--- config.mk ---
export PLATFORM = sky130hd
export DESIGN_NAME = urv_timer
export DESIGN_NICKNAME = d
export VERILOG_FILES = /design/src/rtl/urv_timer_pkg.sv /design/src/rtl/urv_counter.sv /design/src/rtl/urv_timer.sv
export SDC_FILE = /design/constraint.sdc
export NUM_CORES = 1
export LEC_CHECK = 0
export CAP_MARGIN = 20
export CORE_MARGIN = 2
export CORE_UTILIZATION = 40
export CTS_CLUSTER_SIZE = 25
export DETAILED_ROUTE_END_ITERATION = 8
export GPL_ROUTABILITY_DRIVEN = 0
export MAX_ROUTING_LAYER = met4
export PLACE_DENSITY_LB_ADDON = 0.08
export SYNTH_ARGS = -nofsm -noshare
export SYNTH_HDL_FRONTEND = slang
export SYNTH_SLANG_ARGS = --single-unit
--- constraint.sdc ---
create_clock -name clk_i -period 5.49 [get_ports clk_i]
set_input_delay 0.8235 -clock clk_i [delete_from_list [all_inputs] [get_ports clk_i]]
set_output_delay 0.8235 -clock clk_i [all_outputs]
set_load 0.02 [all_outputs]
--- src/rtl/urv_timer_pkg.sv ---
// ============================================================================
// Module  : urv_timer_pkg
// Brief   : Shared definitions for the uRV time base (CSR IDs, reset divider).
// Revision: 1.0
// ============================================================================
`default_nettype none

`define URV_TIMER_DIV_RESET(clk_f, tmr_f) ((clk_f) / (tmr_f) - 1)

package urv_timer_pkg;

    localparam logic [11:0] CSR_ID_CYCLESL  = 12'hC00;
    localparam logic [11:0] CSR_ID_TIMEL    = 12'hC01;
    localparam logic [11:0] CSR_ID_INSTRETL = 12'hC02;
    localparam logic [11:0] CSR_ID_CYCLESH  = 12'hC80;
    localparam logic [11:0] CSR_ID_TIMEH    = 12'hC81;
    localparam logic [11:0] CSR_ID_INSTRETH = 12'hC82;

    localparam int DEFAULT_COUNTER_WIDTH = 40;

    typedef enum logic [0:0] {
        ST_IDLE = 1'b0,
        ST_RUN  = 1'b1
    } presc_state_t;

    function automatic logic [31:0] timer_div_reset(input int clock_freq, input int timer_freq);
        return 32'(`URV_TIMER_DIV_RESET(clock_freq, timer_freq));
    endfunction

endpackage

`default_nettype wire

--- src/rtl/urv_counter.sv ---
// ============================================================================
// Module  : urv_counter
// Brief   : Width-parameterised wrapping counter, async reset, increment enable.
// Revision: 1.0
// ============================================================================
`default_nettype none

module urv_counter
    import urv_timer_pkg::*;
#(
    parameter int WIDTH = DEFAULT_COUNTER_WIDTH
) (
    input  logic             clk,
    input  logic             rst,
    input  logic             inc,
    input  logic             load,
    input  logic [WIDTH-1:0] load_value,
    output logic [WIDTH-1:0] count
);

    // Load takes priority over increment; overflow wraps silently.
    always_ff @(posedge clk or posedge rst) begin
        if (rst) begin
            count <= '0;
        end else if (load) begin
            count <= load_value;
        end else if (inc) begin
            count <= count + WIDTH'(1);
        end
    end

endmodule

`default_nettype wire

--- src/rtl/urv_timer.sv ---
// ============================================================================
// Module  : urv_timer
// Brief   : Prescaled timer tick plus cycle/time/instret CSR counters.
//           Optional instret counter enabled by macro URV_TIMER_INSTRET_EN.
// Revision: 1.0
// ============================================================================
`default_nettype none

module urv_timer
    import urv_timer_pkg::*;
#(
    parameter int g_timer_frequency = 1000,
    parameter int g_clock_frequency = 62500000,
    parameter int g_counter_width   = DEFAULT_COUNTER_WIDTH
) (
    input  logic                       clk_i,
    input  logic                       rst_i,
    input  logic [31:0]                cfg_div_i,
    input  logic                       cfg_div_load_i,
    input  logic                       cfg_enable_i,
    input  logic                       instr_retired_i,
    output logic                       timer_tick_o,
    output logic [31:0]                csr_div_o,
    output logic [g_counter_width-1:0] csr_cycles_o,
    output logic [g_counter_width-1:0] csr_time_o,
    output logic [g_counter_width-1:0] csr_instret_o
);

    localparam logic [31:0] DIV_RESET = timer_div_reset(g_clock_frequency, g_timer_frequency);

    presc_state_t state;
    presc_state_t next_state;
    logic [31:0]  div_reg;
    logic [31:0]  prescaler;
    logic         tick;
    logic         run;
    logic         terminal;

    always_ff @(posedge clk_i or posedge rst_i) begin
        if (rst_i) begin
            state <= ST_IDLE;
        end else begin
            state <= next_state;
        end
    end

    always_comb begin
        next_state = state;
        case (state)
            ST_IDLE: if (cfg_enable_i)  next_state = ST_RUN;
            ST_RUN:  if (!cfg_enable_i) next_state = ST_IDLE;
            default: next_state = ST_IDLE;
        endcase
    end

    // Counting follows the state being entered, so the first enabled edge
    // already advances the prescaler from 0 and a falling enable clears it.
    assign run      = (next_state == ST_RUN);
    assign terminal = run && !cfg_div_load_i && (prescaler == div_reg);

    always_ff @(posedge clk_i or posedge rst_i) begin
        if (rst_i) begin
            div_reg   <= DIV_RESET;
            prescaler <= '0;
            tick      <= 1'b0;
        end else begin
            tick <= terminal;
            if (cfg_div_load_i) begin
                div_reg <= cfg_div_i;
            end
            if (cfg_div_load_i || !run || terminal) begin
                prescaler <= '0;
            end else begin
                prescaler <= prescaler + 32'd1;
            end
        end
    end

    assign timer_tick_o = tick;
    assign csr_div_o    = div_reg;

    urv_counter #(.WIDTH(g_counter_width)) u_cycles (
        .clk        (clk_i),
        .rst        (rst_i),
        .inc        (1'b1),
        .load       (1'b0),
        .load_value ('0),
        .count      (csr_cycles_o)
    );

    urv_counter #(.WIDTH(g_counter_width)) u_time (
        .clk        (clk_i),
        .rst        (rst_i),
        .inc        (terminal),
        .load       (1'b0),
        .load_value ('0),
        .count      (csr_time_o)
    );

`ifdef URV_TIMER_INSTRET_EN
    urv_counter #(.WIDTH(g_counter_width)) u_instret (
        .clk        (clk_i),
        .rst        (rst_i),
        .inc        (instr_retired_i),
        .load       (1'b0),
        .load_value ('0),
        .count      (csr_instret_o)
    );
`else
    logic unused_instr_retired;
    assign unused_instr_retired = instr_retired_i;
    assign csr_instret_o        = '0;
`endif

endmodule

`default_nettype wire

Word-level counts from Yosys, hierarchy flattened
Index checks and enable logic that the tools add are counted.
Word-level totals
  flip-flop bits (word level): 145
  output and inout bits: 153
  logic and storage cells: 17
Cells by class
  reductions and logical operators: 6
  equality and inequality tests: 1
  add/subtract/negate cells: 3
  mux-type cells: 2
Operators with widths (count)
  adder 40 x 1 -> 40 bit (second input constant): 2
  adder 32 x 1 -> 32 bit (second input constant): 1
  == test 32 bit: 1
  two-way mux 32 bit: 1
  logical AND 1 bit: 2
  zero test 1 bit: 2
  logical OR 1 bit: 2
  two-way mux 1 bit: 1

Depth between registers and ports, before layout
  word-level depth: 5
  gate-level depth with buffers: 8
  mapped depth without buffers: 7

Cells and area by module
From an unflattened synthesis, not the netlist that was laid out.
Second synthesis, totals
  cells, all modules: 894
  area, all modules: 8439.3 um^2
By module, submodules not included
  urv_counter: area each 2451.1 um^2, instances 2, cells an instance 287
  urv_timer: area each 3537.1 um^2, instances 1, cells an instance 320

Worst setup path before layout
No wires, ideal clock.
  path type: input -> register
  start point: in cfg_div_load_i
  end point: reg u_time.count[20]
  arrival time: 2309 ps
  setup slack: 3050 ps
  buffers on the path: 1
  cell stages on the path: 6
  required time: 5359 ps
  cells stage by stage: clkbuf_1 > nand2b_1 > nor3_2 > nand3_4 > or4b_4 > xnor2_2
On the way
  cells in the longest elaborated chain, start to end: 3
Ends and longest elaborated chain
  from (decl): RTL line urv_timer.sv:19  | input logic cfg_div_load_i,
  zero test 1 bit: RTL line urv_timer.sv:59  | assign terminal = run && !cfg_div_load_i && (prescaler == div_reg);
  logical AND 1 bit (2 in a row): RTL line urv_timer.sv:59
  to (signal assigned): RTL line urv_counter.sv:26  | count <= load_value;
  to (signal assigned): RTL line urv_counter.sv:28  | count <= count + WIDTH'(1);
  to (decl): RTL line urv_counter.sv:18  | output logic [WIDTH-1:0] count
No other way between the ends.
A chain may end at the register's enable or synchronous reset.

Final worst setup path
Same ends and word-level chain as after synthesis.

==> metrics.txt <==
final routed DRC violation total 0; Post-CTS Setup Inserts 0; CTS tree built; Yosys top cell area share 48.1%; initial antenna violation count 0; root buffer cell clkbuf_16; CP Capture Type flop; hold endpoint u_cycles.count[39]; Final period util 57.0%; TritonRoute pass-1 iters 6; Clk pin slew, worst setup/hold paths 0.06 ns; Final min period 3.13 ns; Ports 190; crit path launch cfg_div_load_i; Post-synth ARST share 100%; Overall Power 2520 uW; Max Cap Violations 0; vias after detailed routing 5164; layout cells sized above 1 11.4%; number of global-route vias before repair 5099; EDFF count, synth 0; setup_tns 0 ns; Distinct cells, synth 36; Setup Skew 0.00774 ns; global-route wire length before repair 26.3 mm; die area 0.0189 sq mm; switch share 23.8%; initial DRC count 202; total grt overflow 0; Vias/cell 4.95; n_diodes 0; All-Layer GR Usage 18.5%; # resized after CTS 0; nets 846; HP Start u_cycles.count[39]; RSZ-0062 raised after global routing no; switching pwr 599 uW; Worst slew margin 29.3%; # clock sinks 145; placed cell count 1012; crit path max fanout 36; most frequent cells after synthesis dfrtp_1, xnor2_1, nor2_1; Worst Hold Depth 1; Max IR drop VDD 0.229 mV; post-DP HPWL 11.8 mm; R2R cell count 6; clk buf depth 2; R2R setup slack 2.66 ns; syn avg cell area 10.9 sq um; die height 137 microns; Fmax 320 MHz; top post-synthesis cells by area dfrtp_1, xnor2_1, xor2_1, mux2_2, buf_4; Crit Reg-Reg Endpoint prescaler[30]; worst slew pin tran 1.06 ns; CTS Buf Count 17; Reg2Reg Launch Point prescaler[7]; count of buffers from port buffering 148; Ys Warns 0; fin. max-slew vios 0; hold slack 0.468 ns; Main synth FF type dfrtp_1; area growth from synthesis to layout 30.5%; PwrDens 271 mW/mm^2; Crit path arrival time 3.43 ns; Pleak 0.00397 uW; row cnt 48; cell count after synthesis 651; worst path required time 5.79 ns; die width 137 microns; status complete, no violations; CP startpoint kind input pin; Clock power frac 46.7%; Starting Density 41.0%; Internal Power 1920 uW; most common cell in the synthesized netlist dfrtp_1; Seq/Total Area, Yosys 51.1%; Core Util, Final 53.5%; Hold Fails Final Rpt 0; endpoints failing setup 0; core area 0.0174 sq mm; CP Class in2reg; Flop pwr share 44.6%; Hold Crit Class reg2reg; DRT Wirelength 16.5 mm; Clock Latency Late Sink 0.42 ns; flip-flop and latch count after synthesis 145; DR WL/cell 15.8 microns; Cell Count, Final, Fillers Out 1044; Post-Syn Area 0.00712 sq mm; Final ANT Viol Nets 0; logic gate share of total power 8.6%; largest net degree at the start of global routing 102; Hold-fix buffers, CTS 0; H-tree Lvls 4; dominant cell type by area after synthesis dfrtp_1
critical path, stage by stage:
cell,delay [ns]
clkdlybuf4s50_1,0.40
buf_4,0.27
nand2b_1,0.24
nor3_2,0.42
nand3_4,0.44
or4b_4,0.67
xnor2_2,0.14
layer usage:
| layer | share of wire, % | GRT usage, % | vias to the layer above |
|---|---|---|---|
| met5 | 0 | - | - |
| met4 | 1.1 | 4.52 | 0 |
| met3 | 5.6 | 4.49 | 20 |
| met2 | 48 | 29.2 | 152 |
| met1 | 45 | 24.3 | 2537 |
| li1 | - | - | 2455 |
placed cells by master, fill, tap and decap left out, drive strengths merged, types with 4 or more instances in the layout:
master         instances
nand2                 44
and2                   4
and3                  14
and4                   9
dfstp                  8
clkdlybuf4s50        148
mux2                  33
clkbuf                18
nand3                 42
nor4                  15
nand4                 41
conb                  40
nor2                  71
dfrtp                137
clkinv                 9
inv                   12
nor3                  16
xnor2                 78
xor2                  61
stage by stage:
step / setup slack [ns] / area [sq um]
global route: 2.21 / 9290
finish: 2.36 / 9290
floorplan: 0.785 / 7270
global placement: 1.96 / 8690
CTS: 2.33 / 9290
detailed placement: 1.89 / 8690
flip-flops by register name, summed over array words and instances (netlist names):
register        cells
u_time.count       40
timer_tick_o        1
csr_div_o          32
u_cycles.count     40
prescaler          32
worst max path at each step:
stage	endpoint	depth (start not counted)
2_1_floorplan	csr_div_o[11]	1
3_3_place_gp	u_time.count[20]	7
3_5_place_dp	u_time.count[20]	7
4_1_cts	u_time.count[20]	7
5_1_grt	u_time.count[20]	7
6_report	u_time.count[20]	7
kinds of logic (layout without fill, tap and decap cells):
family / after synthesis / count (layout) / synth area share [%]
simple gates: 264 / 264 / 20.1
xor+xnor: 139 / 139 / 17.2
other cells: 1 / 40 / 0.0526
mux: 33 / 33 / 5.22
flops: 145 / 145 / 51.1
compound gates: 1 / 1 / 0.105
fa+ha+maj: 3 / 3 / 0.527
buf+inv: 65 / 194 / 5.73
final cells by class:
class                           count  area (sq um)
Fill cell                        1509          8060
Sequential cell                   145          3640
Multi-Input combinational cell    480          3220
Timing Repair Buffer              150          1500
Clock buffer                       18           439
Tap cell                          225           282
Clock inverter                     14           165
Inverter                           12          50.0
power groups by stage:
| stage | Clock, uW | Sequential, uW | Combinational [uW] |
|---|---|---|---|
| after floorplan | 0 | 1170 | 117 |
| after global placement | 0 | 1150 | 217 |
| after detailed placement | 0 | 1150 | 219 |
| after CTS | 1200 | 1130 | 220 |
| after global routing | 1260 | 1130 | 234 |
| final | 1180 | 1130 | 217 |
Power figures use the tool's default switching activity.
